File: src/rtl/venc1_crc_pkg.sv
// Shared widths, CRC constants and FSM state encoding for the venc1 CRC attach block.
package venc1_crc_pkg;

  localparam int unsigned INFO_W    = 21;
  localparam int unsigned LEN_W     = 5;
  localparam int unsigned CRC_W     = 16;
  localparam int unsigned CRC_CNT_W = 4;

  localparam logic [CRC_W-1:0] CRC_POLY = 16'h1021;
  localparam logic [CRC_W-1:0] CRC_INIT = 16'h0000;

  typedef enum logic [1:0] {
    StIdle,
    StInfo,
    StCrc,
    StFin
  } state_e;

endpackage

File: src/rtl/venc1_crc16_step.sv
// One serial step of CRC-16 (poly 0x1021): feeds one message bit into the current remainder.
module venc1_crc16_step
  import venc1_crc_pkg::*;
(
  input  logic             bit_in,
  input  logic [CRC_W-1:0] crc_cur,
  output logic [CRC_W-1:0] crc_next
);

  logic fb;

  always_comb begin
    fb       = bit_in ^ crc_cur[CRC_W-1];
    crc_next = {crc_cur[CRC_W-2:0], 1'b0} ^ (fb ? CRC_POLY : '0);
  end

endmodule

File: src/rtl/venc1_crc_attach.sv
// Serialises an info payload LSB first and appends its CRC-16 MSB first, with valid/ready flow.
// Optional macro VENC1_CRC_INV_EN inverts the emitted and reported CRC.
module venc1_crc_attach
  import venc1_crc_pkg::*;
(
  input  logic              clk,
  input  logic              rst,
  input  logic              start,
  input  logic [INFO_W-1:0] info_bits,
  input  logic [LEN_W-1:0]  info_len,
  output logic              busy,
  output logic              bit_out,
  output logic              bit_valid,
  input  logic              bit_ready,
  output logic [CRC_W-1:0]  crc_out,
  output logic              done
);

`ifdef VENC1_CRC_INV_EN
  localparam logic [CRC_W-1:0] CrcXor = 16'hFFFF;
`else
  localparam logic [CRC_W-1:0] CrcXor = 16'h0000;
`endif

  state_e                 state_q, state_d;
  logic [INFO_W-1:0]      cache_q, cache_d;
  logic [LEN_W-1:0]       count_q, count_d;
  logic [CRC_W-1:0]       crc_q, crc_d;
  logic [CRC_W-1:0]       shift_q, shift_d;
  logic [CRC_CNT_W-1:0]   crc_cnt_q, crc_cnt_d;
  logic [CRC_W-1:0]       crc_out_q, crc_out_d;
  logic [CRC_W-1:0]       crc_step;
  logic [LEN_W-1:0]       len_clamped;

  assign len_clamped = (info_len > LEN_W'(INFO_W)) ? LEN_W'(INFO_W) : info_len;
  assign crc_out     = crc_out_q;

  venc1_crc16_step u_step (
    .bit_in   (cache_q[0]),
    .crc_cur  (crc_q),
    .crc_next (crc_step)
  );

  always_comb begin
    state_d   = state_q;
    cache_d   = cache_q;
    count_d   = count_q;
    crc_d     = crc_q;
    shift_d   = shift_q;
    crc_cnt_d = crc_cnt_q;
    crc_out_d = crc_out_q;
    busy      = 1'b0;
    bit_valid = 1'b0;
    bit_out   = 1'b0;
    done      = 1'b0;

    unique case (state_q)
      StIdle: begin
        if (start) begin
          cache_d   = info_bits;
          count_d   = len_clamped;
          crc_d     = CRC_INIT;
          crc_cnt_d = '0;
          if (len_clamped == '0) begin
            shift_d = CRC_INIT ^ CrcXor;
            state_d = StCrc;
          end else begin
            state_d = StInfo;
          end
        end
      end
      StInfo: begin
        busy      = 1'b1;
        bit_valid = 1'b1;
        bit_out   = cache_q[0];
        if (bit_ready) begin
          cache_d = cache_q >> 1;
          crc_d   = crc_step;
          count_d = count_q - 1'b1;
          // Load the emit register straight from the final step so no bubble precedes CRC bits.
          if (count_q == LEN_W'(1)) begin
            shift_d = crc_step ^ CrcXor;
            state_d = StCrc;
          end
        end
      end
      StCrc: begin
        busy      = 1'b1;
        bit_valid = 1'b1;
        bit_out   = shift_q[CRC_W-1];
        if (bit_ready) begin
          shift_d   = {shift_q[CRC_W-2:0], 1'b0};
          crc_cnt_d = crc_cnt_q + 1'b1;
          if (crc_cnt_q == CRC_CNT_W'(CRC_W - 1)) begin
            crc_out_d = crc_q ^ CrcXor;
            state_d   = StFin;
          end
        end
      end
      StFin: begin
        done    = 1'b1;
        state_d = StIdle;
      end
      default: state_d = StIdle;
    endcase
  end

  always_ff @(posedge clk) begin
    if (!rst) begin
      state_q   <= StIdle;
      cache_q   <= '0;
      count_q   <= '0;
      crc_q     <= CRC_INIT;
      shift_q   <= '0;
      crc_cnt_q <= '0;
      crc_out_q <= '0;
    end else begin
      state_q   <= state_d;
      cache_q   <= cache_d;
      count_q   <= count_d;
      crc_q     <= crc_d;
      shift_q   <= shift_d;
      crc_cnt_q <= crc_cnt_d;
      crc_out_q <= crc_out_d;
    end
  end

endmodule

File: config.mk
export PLATFORM = sky130hd
export DESIGN_NAME = venc1_crc_attach
export DESIGN_NICKNAME = d
export VERILOG_FILES = /design/src/rtl/venc1_crc_pkg.sv /design/src/rtl/venc1_crc16_step.sv /design/src/rtl/venc1_crc_attach.sv
export SDC_FILE = /design/constraint.sdc
export NUM_CORES = 1
export LEC_CHECK = 0
export ABC_CLOCK_PERIOD_IN_PS = 1700
export BUFFER_PORTS_ARGS = -buffer_cell sky130_fd_sc_hd__buf_2
export CAP_MARGIN = 40
export CORE_UTILIZATION = 30
export DETAILED_ROUTE_END_ITERATION = 10
export PLACE_DENSITY_LB_ADDON = 0.1
export SYNTH_ARGS = -nofsm -noshare
export SYNTH_HDL_FRONTEND = slang
export SYNTH_SLANG_ARGS = --single-unit
File: constraint.sdc
create_clock -name clk -period 1.7 [get_ports clk]
set_input_delay 0.34 -clock clk [delete_from_list [all_inputs] [get_ports clk]]
set_output_delay 0.34 -clock clk [all_outputs]
set_load 0.005 [all_outputs]
==> impl_summary.log, run 1 <==
[metrics] run status: finished, violations left
[metrics] violations in the final reports: setup timing
[metrics] slew at the pin with the worst max-slew slack: approximately 0.38 ns
[metrics] top-level port count: 50
[metrics] overall die height: 113.9 microns
[metrics] Slew headroom: 0.7410
[metrics] fmax: 559.3 MHz
[metrics] WL final: 10670 microns
[metrics] GRT Residual Overflow: 0
[metrics] min Tclk post-route: between 1.5 and 2 ns
[metrics] MaxCap Viol Count: 0
[metrics] worst reg-to-reg path cell count: 9
[metrics] antenna violation net count after detailed routing: 0
[metrics] worst hold-check path type: input pin to flip-flop
[metrics] Worst Path Required: 1.36 ns
[metrics] detailed-routing iteration count for the pre-antenna-repair pass: 4
[metrics] gp weighted congestion: 0.7231
[metrics] maximum count of clock buffers along a single path: 2
[metrics] number of global-route vias before repair: 3276
[metrics] cell at the slowest stage of the critical path: sky130_fd_sc_hd__dfxtp_4
[metrics] All-Layer GR Usage: 0.1673
[metrics] Num CTS Buffers: 9
[metrics] IO buf count: 49
[metrics] Max VDD drop: 518.2 uV
[metrics] leading cell types by total area after synthesis: sky130_fd_sc_hd__dfxtp_1 43%, sky130_fd_sc_hd__mux2i_1 5.6%, sky130_fd_sc_hd__a21oi_1 5.5%
[metrics] Worst Hold Depth: 3
[metrics] flip-flop and latch count after synthesis: 80
[metrics] CTS root buffer: sky130_fd_sc_hd__clkbuf_16
[metrics] Syn-to-layout area delta: 36.49%
[metrics] placed wire-length estimate: just under 7000 microns
[metrics] Num Clock Sinks: 80
[metrics] fraction of layout instances using a drive strength above 1: 0.3035
[metrics] antenna violations before repair: 0
[metrics] average routed wire per standard cell: 15.64 microns
[metrics] number of library cell types mapped by synthesis: 45
[metrics] total power after layout: 7913 uW
[metrics] Synth Instances: 436
[metrics] top-area cell type share of the netlist area: 0.4265
[metrics] proportion of synthesized chip area in sequential cells: 0.4265
[metrics] Setup crit start kind: flip-flop
[metrics] critical path, cell by cell: buf_6 > ha_4 > buf_12 > a22oi_2 > nor2b_1 > buf_2
[metrics] post-synth top area cell: sky130_fd_sc_hd__dfxtp_1
[metrics] number of nets in the layout: 547
[metrics] maximum single-stage delay on the critical path: between 0.3 and 0.4 ns
[metrics] least setup slack across all paths after layout: -0.08802 ns
[metrics] Antenna Cells: 0
[metrics] total via count after detailed routing: 3408
[metrics] Crit. End Element: primary output
[metrics] maximum fanout count along the critical path: 5
[metrics] global-route wire length before repair: 16950 microns
[metrics] summed instance area of the synthesized netlist: 3755 sq um
[metrics] pin count of the biggest net entering global routing: 32
[metrics] count of final setup violators: 19
[metrics] largest clock skew in the final design: 0.007739 ns
[metrics] fraction of the cycle the final worst path needs: 1.052
[metrics] warnings from Yosys: 0
[metrics] Critical Setup Path Class: flip-flop to primary output
[metrics] final hold slack: 0.2445 ns
[metrics] DIE AREA: 12970 sq um
[metrics] Post-Route Utilization: 0.4231
[metrics] Final Slew Violations: 0
[metrics] mean cell area of the mapped netlist: between 8 and 9 sq um
[metrics] Syn Nets: between 400 and 500
[metrics] CTS tree: yes
[metrics] number of standard-cell rows in the floorplan: 40
[metrics] setup TNS after final layout: -0.8217 ns
[metrics] clk slew on worst S/H paths: approximately 0.060 ns
[metrics] pwr dens: ~1500 nW/um^2
[metrics] floorplan die width: 113.9 microns
[metrics] Residual DRC: 0
[metrics] total of hold buffers inserted after clock tree synthesis: 0
[metrics] DRT iter0 DRCs: 173
[metrics] effective utilization at floorplan: 0.3100
[metrics] worst skew pair latency: 0.33 ns
[metrics] routed vias/inst: ~5.0
[metrics] Worst EP arrival: 1.45 ns
[metrics] H-tree levels: 3
[metrics] core area: 12110 sq um
[metrics] RSZ-0062 raised after global routing: true
[metrics] Fin. Hold Viols: 0
[metrics] static leakage: a little under 0.002 uW
-- where the power goes --
part | switching (uW) | internal (uW)
combinational | 1720 | 1600
sequential | 196 | 2160
clock | 807 | 1440
total | 2720 | 5190
-- metrics by stage --
stage               instances  setup WS (ns)  cell area, sq um
finish                    682       -0.08802              5125
global route              682        -0.1466              5125
CTS                       674       -0.09637              4867
detailed placement        654       -0.06962              4400
global placement          654       -0.06377              4400
floorplan                 436        -0.1067              3786
-- path summary, 6_finish.rpt --
kind / start / end / slack [ns]
worst max-delay path: state_q[0] / bit_out / -0.09
worst min-delay path: info_bits[20] / cache_q[20] / 0.24
worst max register to register: state_q[1] / shift_q[1] / -0.07
worst min register to register: crc_out[11] / crc_out[11] / 0.45
-- flip-flops by register name, indices dropped and copies added (netlist names) --
signal / cells
cache_q: 21
crc_out: 16
crc_q: 16
shift_q: 16
crc_cnt_q: 4
count_q: 5
state_q: 2
-- metal layers --
metal / global-route usage / wire [microns]
met1: 0.2382 / 5271
met2: 0.2516 / 4674
met3: 0.03560 / 635
met4: 0.05281 / 87
met5: 0 / 0
-- cell usage in the layout (no fill, tap or decap), types with 11 or more instances in the layout --
master and instances:
sky130_fd_sc_hd__nand2_1 49, sky130_fd_sc_hd__a21oi_1 40, sky130_fd_sc_hd__dfxtp_1 78, sky130_fd_sc_hd__nor2_1 43, sky130_fd_sc_hd__a211oi_2 11, sky130_fd_sc_hd__o21ai_0 12
sky130_fd_sc_hd__clkbuf_16 12, sky130_fd_sc_hd__a22oi_1 11, sky130_fd_sc_hd__mux2i_1 21, sky130_fd_sc_hd__buf_2 49, sky130_fd_sc_hd__nand4_1 15, sky130_fd_sc_hd__buf_4 32
sky130_fd_sc_hd__a211oi_1 11, sky130_fd_sc_hd__o21ai_1 13, sky130_fd_sc_hd__a22o_1 13
-- kinds of logic (layout without fill, tap and decap cells) --
family | after synthesis | count (layout) | share of synthesized area
simple gates | 143 | 143 | 0.1753
compound gates | 135 | 135 | 0.2386
flops | 80 | 80 | 0.4265
buf+inv | 44 | 122 | 0.05798
mux | 21 | 21 | 0.05598
fa+ha+maj | 8 | 8 | 0.02666
xor+xnor | 5 | 5 | 0.01899
-- cell usage after synthesis, drive strengths merged --
cell type / n
a31oi: 6
ha: 8
nand2: 49
nand4: 15
a22oi: 15
o22ai: 2
nor4b: 1
a21o: 4
a21oi: 42
a2111oi: 1
or3: 2
a211oi: 22
nand3: 10
dfxtp: 80
nor3: 3
xnor3: 2
nor4: 2
clkbuf: 19
nand3b: 1
xnor2: 2
a22o: 13
o221a: 1
o21ai: 25
buf: 19
inv: 6
nor2: 45
nor3b: 3
and3: 1
nand2b: 2
nor2b: 7
a2111o: 1
xor2: 1
mux2i: 21
or2: 2
a311oi: 1
o211a: 1
o31a: 1
-- critical path: cells and delay by family (launching register included) --
family | cells | cell delay [ns]
AOI/OAI and AO/OA | 1 | 0.13
adders and majority gates | 1 | 0.18
buffers and inverters | 3 | 0.37
DFF | 1 | 0.37
and+or+nand+nor | 1 | 0.06
-- cell type report --
| class | count | area (sq um) |
|---|---|---|
| flip-flops and latches | 80 | 1609 |
| well taps | 168 | 210.2 |
| inverters | 6 | 33.78 |
| clock buffers | 9 | 225.2 |
| clock inverters | 7 | 118.9 |
| repair buffers | 100 | 830.8 |
| fillers | 1262 | 6987 |
| multi-input cells | 312 | 2097 |
-- repair_timing --
item / CTS / global route
cloned: 1 / 4
resized for setup: 17 / 34
pin swaps: 2 / 22
setup endpoints to repair: 70 / 54
endpoints found under the hold margin: 0 / 0
setup buffers: 3 / 4
(Power assumes the default switching activity.)
==> run 2, diff against run 1 <==
--- a/config.mk
+++ b/config.mk
@@ -8,7 +8,7 @@
 export ABC_CLOCK_PERIOD_IN_PS = 1700
 export BUFFER_PORTS_ARGS = -buffer_cell sky130_fd_sc_hd__buf_2
 export CAP_MARGIN = 40
-export CORE_UTILIZATION = 30
+export CORE_UTILIZATION = 52
 export DETAILED_ROUTE_END_ITERATION = 10
 export PLACE_DENSITY_LB_ADDON = 0.1
 export SYNTH_ARGS = -nofsm -noshare
==> run 2 against run 1 <==
Register-to-register slack better by 0.06 ns; the flow still finishes with violations (setup timing); via count rose by 1.6%; final cell count down 12%; total power fell by 18%; critical path type unchanged; clock skew about the same; non-clock buffer count is 12 lower; fmax grew 3.5%.
==> impl_summary.log, run 2 (same netlist as run 1, synthesis figures left out) <==
[metrics] DRT iter0 DRCs: 235 (+36%)
[metrics] CTS tree: yes
[metrics] placed wire-length estimate: 6115 microns (-11%)
[metrics] Cells after DPL: 575 (-12%)
[metrics] maximum fanout count along the critical path: 7 (+2)
[metrics] count of final setup violators: 2 (-17)
[metrics] Post-Route Utilization: 0.6761 (+0.2530)
[metrics] Num CTS Buffers: 9 (unchanged)
[metrics] Num Clock Sinks: 80 (unchanged)
[metrics] critical path's top delay family: flip-flops
[metrics] static leakage: 0.001741 uW (-9.4%)
[metrics] MaxCap Viol Count: 0 (unchanged)
[metrics] routed vias/inst: 5.799 (+16%)
[metrics] largest clock skew in the final design: 0.007687 ns (-0.00005213 ns)
[metrics] Worst Path Required: 1.36 ns (about the same)
[metrics] Fin. Hold Viols: 0 (unchanged)
[metrics] leading cell types in the layout, fill and taps excluded: 78 x sky130_fd_sc_hd__dfxtp_1, 49 x sky130_fd_sc_hd__buf_2, 48 x sky130_fd_sc_hd__nand2_1, 43 x sky130_fd_sc_hd__nor2_1, 38 x sky130_fd_sc_hd__a21oi_1
[metrics] maximum count of clock buffers along a single path: 2 (unchanged)
[metrics] All-Layer GR Usage: 0.2665 (+0.09921)
[metrics] fraction of the cycle the final worst path needs: 1.016 (-0.03564)
[metrics] total of hold buffers inserted after clock tree synthesis: 0 (unchanged)
[metrics] Setup crit start kind: flip-flop
[metrics] cell at the slowest stage of the critical path: sky130_fd_sc_hd__dfxtp_4
[metrics] critical path, cell by cell: inv_4 > ha_4 > buf_6 > a22oi_2 > nor2b_1 > buf_2
[metrics] total via count after detailed routing: 3462 (+1.6%)
[metrics] Antenna Cells: 0 (unchanged)
[metrics] gp weighted congestion: 0.8145 (+13%)
[metrics] global-route wire length before repair: 15520 microns (-8.5%)
[metrics] Syn-to-layout area delta: 23.69%
[metrics] number of global-route vias before repair: 3117 (-4.9%)
[metrics] Residual DRC: 0 (unchanged)
[metrics] critical path buffer and inverter count: 3 (unchanged)
[metrics] pin count of the biggest net entering global routing: 41 (+28%)
[metrics] Slew headroom: 0.7294 (-0.01160)
[metrics] fmax: 578.9 MHz (+3.5%)
[metrics] worst reg-to-reg path cell count: 7 (-2)
[metrics] DIE AREA: 7565 sq um (-42%)
[metrics] average routed wire per standard cell: 15.62 microns (-0.17%)
[metrics] least setup slack across all paths after layout: -0.02743 ns (+0.06059 ns)
[metrics] run status: finished, violations left
[metrics] fraction of layout instances using a drive strength above 1: 0.2695 (-0.03404)
[metrics] top-level port count: 50 (unchanged)
[metrics] Critical Setup Path Class: flip-flop to primary output
[metrics] core area: 6869 sq um (-43%)
[metrics] Top reg by flops: cache_q
[metrics] total power after layout: 6507 uW (-18%)
[metrics] Worst Hold Depth: 3 (unchanged)
[metrics] Final Non-Filler Cells: 597 (-12%)
[metrics] number of standard-cell rows in the floorplan: 30 (-25%)
[metrics] maximum single-stage delay on the critical path: 0.39 ns (+0.02 ns)
[metrics] GRT Residual Overflow: 0 (unchanged)
[metrics] IO buf count: 49 (unchanged)
[metrics] floorplan die width: 86.98 microns (-24%)
[metrics] pwr dens: 1401 nW/um^2 (-9.3%)
[metrics] most common library cell in the layout ignoring fill and taps: sky130_fd_sc_hd__dfxtp_1
[metrics] antenna violation net count after detailed routing: 0 (unchanged)
[metrics] Worst EP arrival: 1.39 ns (-0.06 ns)
[metrics] H-tree levels: 3 (unchanged)
[metrics] multi-input combinational cell area: 2058 sq um (-1.8%)
[metrics] WL final: 9323 microns (-13%)
[metrics] Max VDD drop: 692.3 uV (+34%)
[metrics] worst skew pair latency: 0.35 ns (+0.02 ns)
[metrics] RSZ-0062 raised after global routing: true
[metrics] min Tclk post-route: 1.727 ns (-0.06059 ns)
[metrics] overall die height: 86.98 microns (-24%)
[metrics] number of nets in the layout: 535 (-2.2%)
[metrics] detailed-routing iteration count for the pre-antenna-repair pass: 5 (+1)
[metrics] CTS root buffer: sky130_fd_sc_hd__clkbuf_8
[metrics] flip-flop and latch area: 1609 sq um (unchanged)
[metrics] slew at the pin with the worst max-slew slack: 0.4059 ns (+0.02280 ns)
[metrics] effective utilization at floorplan: 0.5466 (+0.2366)
[metrics] worst hold-check path type: input pin to flip-flop
[metrics] Crit. End Element: primary output
[metrics] clk slew on worst S/H paths: 0.08 ns (+0.02 ns)
[metrics] Filler cells: 576 (-54%)
[metrics] logic depth of the worst path, buffers included: 6 (unchanged)
[metrics] violations in the final reports: setup timing
[metrics] Final Slew Violations: 0 (unchanged)
[metrics] antenna violations before repair: 0 (unchanged)
[metrics] setup TNS after final layout: -0.03544 ns (+0.7863 ns)
[metrics] flip-flop count of the largest register after layout: 21 (unchanged)
==> run 2: report_power, final <==
part           switching [uW]  internal (uW)  leakage [uW]
Combinational            1510           1250      0.000997
Clock                     707            678     0.0000921
Sequential                204           2160      0.000652
==> run 2: routing by layer <==
layer  GRT usage  up-vias  routed length (microns)
met1      0.3856     1615                     4523
met5           0        -                        0
met3     0.06161       18                      553
met2      0.3901      129                     4102
met4     0.08636        0                      143
li1            -     1700                        -
==> run 2: worst register-to-register path: cells and delay by family (launching register included) <==
kind | cells | cell delay (ns)
AOI/OAI and AO/OA | 3 | 0.67
buffers and inverters | 2 | 0.25
adders and majority gates | 1 | 0.17
DFF | 1 | 0.38
and+or+nand+nor | 1 | 0.14
==> run 2: area by class of cell <==
class / instances / share of cell area
clock buffers: 9 / 0.02667
clock inverters: 6 / 0.01455
inverters: 6 / 0.005927
multi-input cells: 312 / 0.4432
flip-flops and latches: 80 / 0.3464
well taps: 96 / 0.02586
repair buffers: 88 / 0.1374
==> run 2: path summary, 6_finish.rpt <==
check        slack, ns          end          start
max reg2reg      -0.01   state_q[1]     state_q[0]
min               0.24  cache_q[20]  info_bits[20]
max              -0.03      bit_out     state_q[1]
min reg2reg       0.46  crc_out[11]    crc_out[11]
==> run 2: through the flow <==
step / worst slack, ns / hold slack, ns / cell area (sq um)
2_1_floorplan: -0.1067 / 0.4458 / 3786
3_3_place_gp: -0.01324 / 0.4406 / 4220
3_5_place_dp: -0.05276 / 0.4462 / 4220
4_1_cts: -0.04464 / 0.2203 / 4571
5_1_grt: -0.09866 / 0.2267 / 4644
6_report: -0.02743 / 0.2396 / 4644
==> run 2: repair_timing <==
| item | 4_1_cts | 5_1_grt |
|---|---|---|
| gates cloned | 1 | 0 |
| endpoints found under the setup margin | 52 | 60 |
| pin swaps | 6 | 9 |
| gates resized for setup | 16 | 23 |
| buffers inserted | 6 | 1 |
==> run 3, diff against run 2 <==
--- a/config.mk
+++ b/config.mk
@@ -5,6 +5,7 @@
 export SDC_FILE = /design/constraint.sdc
 export NUM_CORES = 1
 export LEC_CHECK = 0
+export ABC_AREA = 1
 export ABC_CLOCK_PERIOD_IN_PS = 1700
 export BUFFER_PORTS_ARGS = -buffer_cell sky130_fd_sc_hd__buf_2
 export CAP_MARGIN = 40
==> run 3 against run 2 <==
The run now ends clean; cell area down 1.7%; global-route usage fell by 1.8 points; fmax increased by 4.8%; synthesized cell count is 22% higher; critical endpoint unchanged; wire length shrank 3.7%; register-to-register slack improved by 0.11 ns; clock power up 22%; die area shrank 0.48%; first-iteration DRC count is 36% lower; area after synthesis fell by 0.50%; non-clock buffer count decreased by 11.
==> impl_summary.log, run 3 <==
[metrics] run status: completed
[metrics] floorplan die width: 86.77 microns (-0.24%)
[metrics] source of the critical timing path: state_q[1]
[metrics] pre-CTS worst setup slack: 0.03645 ns (+0.08921 ns)
[metrics] most used flip-flop cell after synthesis: sky130_fd_sc_hd__dfxtp_1
[metrics] detailed-routing iteration count for the pre-antenna-repair pass: 5 (unchanged)
[metrics] Setup crit start kind: flip-flop
[metrics] average routed wire per standard cell: 13.02 microns (-17%)
[metrics] worst hold path startpoint: info_bits[14]
[metrics] static leakage: 0.001978 uW (+14%)
[metrics] leading cell types by total area after synthesis: sky130_fd_sc_hd__dfxtp_1 43%, sky130_fd_sc_hd__nand2_1 15%, sky130_fd_sc_hd__o21ai_0 6.7%
[metrics] Top reg by flops: cache_q
[metrics] critical path's top delay family: flip-flops
[metrics] DRT iter0 DRCs: 151 (-36%)
[metrics] Crit. End Element: primary output
[metrics] warnings from Yosys: 0 (unchanged)
[metrics] number of standard-cell rows in the floorplan: 30 (unchanged)
[metrics] most common library cell in the layout ignoring fill and taps: sky130_fd_sc_hd__nand2_1
[metrics] largest clock skew in the final design: 0.01147 ns (+0.003787 ns)
[metrics] Num Clock Sinks: 80 (unchanged)
[metrics] Synth Instances: 533 (+22%)
[metrics] Final Slew Violations: 0 (unchanged)
[metrics] DIE AREA: 7528 sq um (-0.48%)
[metrics] Fin. Hold Viols: 0 (unchanged)
[metrics] RSZ-0062 raised after global routing: true
[metrics] IO buf count: 49 (unchanged)
[metrics] clk slew on worst S/H paths: 0.08 ns (about the same)
[metrics] routed vias/inst: 5.168 (-11%)
[metrics] total of hold buffers inserted after clock tree synthesis: 0 (unchanged)
[metrics] maximum fanout count along the critical path: 5 (-2)
[metrics] count of final setup violators: 0 (-2)
[metrics] placed wire-length estimate: 6006 microns (-1.8%)
[metrics] antenna violations before repair: 0 (unchanged)
[metrics] post-synth top area cell: sky130_fd_sc_hd__dfxtp_1
[metrics] slew at the pin with the worst max-slew slack: 0.3012 ns (-0.1047 ns)
[metrics] Critical Path Most Common Cell: sky130_fd_sc_hd__inv_4
[metrics] global-route wire length before repair: 14620 microns (-5.8%)
[metrics] Slew headroom: 0.7971 (+0.06768)
[metrics] leading cell types in the layout, fill and taps excluded: 142 x sky130_fd_sc_hd__nand2_1, 78 x sky130_fd_sc_hd__dfxtp_1, 65 x sky130_fd_sc_hd__nor2_1, 49 x sky130_fd_sc_hd__o21ai_0, 49 x sky130_fd_sc_hd__buf_2
[metrics] Residual DRC: 0 (unchanged)
[metrics] number of library cell types mapped by synthesis: 30 (-33%)
[metrics] summed instance area of the synthesized netlist: 3736 sq um (-0.50%)
[metrics] CTS tree: yes
[metrics] Final Non-Filler Cells: 690 (+16%)
[metrics] critical path buffer and inverter count: 3 (unchanged)
[metrics] worst hold-check path type: input pin to flip-flop
[metrics] fraction of the cycle the final worst path needs: 0.9697 (-0.04645)
[metrics] least setup slack across all paths after layout: 0.05153 ns (+0.07896 ns)
[metrics] WL final: 8981 microns (-3.7%)
[metrics] proportion of synthesized chip area in sequential cells: 0.4287 (+0.002143)
[metrics] flip-flop and latch count after synthesis: 80 (unchanged)
[metrics] number of flops mapped to enable cells by yosys: 0 (unchanged)
[metrics] Num CTS Buffers: 9 (unchanged)
[metrics] top-level port count: 50 (unchanged)
[metrics] overall die height: 86.77 microns (-0.24%)
[metrics] core area: 6869 sq um (unchanged)
[metrics] Syn-to-layout area delta: 22.17%
[metrics] min Tclk post-route: 1.648 ns (-0.07896 ns)
[metrics] All-Layer GR Usage: 0.2489 (-0.01762)
[metrics] flip-flop count of the largest register after layout: 21 (unchanged)
[metrics] pin count of the biggest net entering global routing: 45 (+9.8%)
[metrics] Critical Setup Path Class: flip-flop to primary output
[metrics] Max VDD drop: 959.9 uV (+39%)
[metrics] number of nets in the layout: 627 (+17%)
[metrics] antenna violation net count after detailed routing: 0 (unchanged)
[metrics] GRT Residual Overflow: 0 (unchanged)
[metrics] most frequent cell after synthesis: sky130_fd_sc_hd__nand2_1
[metrics] Cells after DPL: 667 (+16%)
[metrics] proportion of register bits with asynchronous set or reset after synthesis: 0 (unchanged)
[metrics] worst reg2reg path startpoint: state_q[1]
[metrics] number of global-route vias before repair: 3081 (-1.2%)
[metrics] top-area cell type share of the netlist area: 0.4287 (+0.002143)
[metrics] Worst EP arrival: 1.31 ns (-0.08 ns)
[metrics] maximum count of clock buffers along a single path: 2 (unchanged)
[metrics] gp weighted congestion: 0.8012 (-1.6%)
[metrics] mean cell area of the mapped netlist: 7.010 sq um (-19%)
[metrics] MaxCap Viol Count: 0 (unchanged)
[metrics] total via count after detailed routing: 3566 (+3.0%)
[metrics] cell at the slowest stage of the critical path: sky130_fd_sc_hd__dfxtp_4
[metrics] Worst Path Required: 1.36 ns (about the same)
[metrics] pwr dens: 1674 nW/um^2 (+20%)
[metrics] CTS root buffer: sky130_fd_sc_hd__clkbuf_8
[metrics] effective utilization at floorplan: 0.5439 (-0.002732)
[metrics] worst skew pair latency: 0.36 ns (about the same)
[metrics] fraction of layout instances using a drive strength above 1: 0.1953 (-0.07417)
[metrics] fmax: 606.6 MHz (+4.8%)
[metrics] synth cell count leaders: 145 x sky130_fd_sc_hd__nand2_1, 80 x sky130_fd_sc_hd__dfxtp_1, 65 x sky130_fd_sc_hd__nor2_1, 50 x sky130_fd_sc_hd__o21ai_0, 42 x sky130_fd_sc_hd__a21oi_1
[metrics] maximum single-stage delay on the critical path: 0.39 ns (about the same)
[metrics] Antenna Cells: 0 (unchanged)
[metrics] Syn Nets: 571 (+20%)
[metrics] H-tree levels: 3 (unchanged)
[metrics] critical path, cell by cell: inv_4 > ha_4 > inv_4 > a21oi_2 > buf_2
==> run 3: timing repair <==
item,4_1_cts,5_1_grt
resized for setup,17,8
buffers inserted,3,2
pin swaps,3,3
setup endpoints to repair,3,34
gates cloned,0,4
==> run 3: cell type report <==
type / instances / area, sq um
repair buffers: 77 / 564.3
clock buffers: 10 / 127.6
well taps: 96 / 120.1
clock inverters: 6 / 115.1
multi-input cells: 380 / 1859
inverters: 41 / 168.9
flip-flops and latches: 80 / 1609
fillers: 583 / 2305
==> run 3: stage by stage <==
| stage | hold slack [ns] | setup TNS, ns | area, sq um | total power (uW) | util |
|---|---|---|---|---|---|
| 2_1_floorplan | 0.4437 | 0 | 3737 | 4660 | - |
| 3_3_place_gp | 0.4546 | 0 | 4144 | 5338 | 0.6033 |
| 3_5_place_dp | 0.4582 | 0 | 4144 | 5427 | 0.6033 |
| 4_1_cts | 0.2259 | 0 | 4472 | 7295 | 0.6510 |
| 5_1_grt | 0.2447 | -0.009588 | 4564 | 8197 | 0.6645 |
| 6_report | 0.2397 | 0 | 4564 | 7642 | 0.6645 |
==> run 3: report_power, final <==
part / internal (uW) / switching, uW / total (uW)
Combinational: 1400 / 1910 / 3320
Clock: 986 / 715 / 1700
Sequential: 2340 / 279 / 2620
Total: 4730 / 2910 / 7640
==> run 3: path summary, 6_finish.rpt <==
kind / endpoint / slack (ns) / depth (start not counted)
worst max-delay path: bit_out / 0.05 / 5
worst max register to register: cache_q[7] / 0.10 / 9
worst min register to register: cache_q[1] / 0.47 / 2
worst min-delay path: cache_q[14] / 0.24 / 3
==> run 3: cells by family (layout without fill, tap and decap cells) <==
kind of cell | count (synthesis) | after routing | share of synthesized area
adders and majority gates | 8 | 8 | 0.02679
DFF | 80 | 80 | 0.4287
buffers and inverters | 73 | 134 | 0.08674
AOI/OAI and AO/OA | 124 | 124 | 0.1862
and+or+nand+nor | 247 | 247 | 0.2693
xor gates and xnor gates | 1 | 1 | 0.002345
==> run 3: tightest hold or removal path: stages <==
cell and delay, ns:
sky130_fd_sc_hd__buf_2 0.09, sky130_fd_sc_hd__nand2_1 0.05, sky130_fd_sc_hd__a31oi_1 0.07
==> run 3: per-layer routing <==
| layer | vias to the layer above | wire length [microns] | track usage |
|---|---|---|---|
| li1 | 1842 | - | - |
| met1 | 1609 | 4342 | 0.3508 |
| met2 | 104 | 4073 | 0.3759 |
| met3 | 11 | 439 | 0.04381 |
| met4 | 0 | 127 | 0.1030 |
| met5 | - | 0 | 0 |
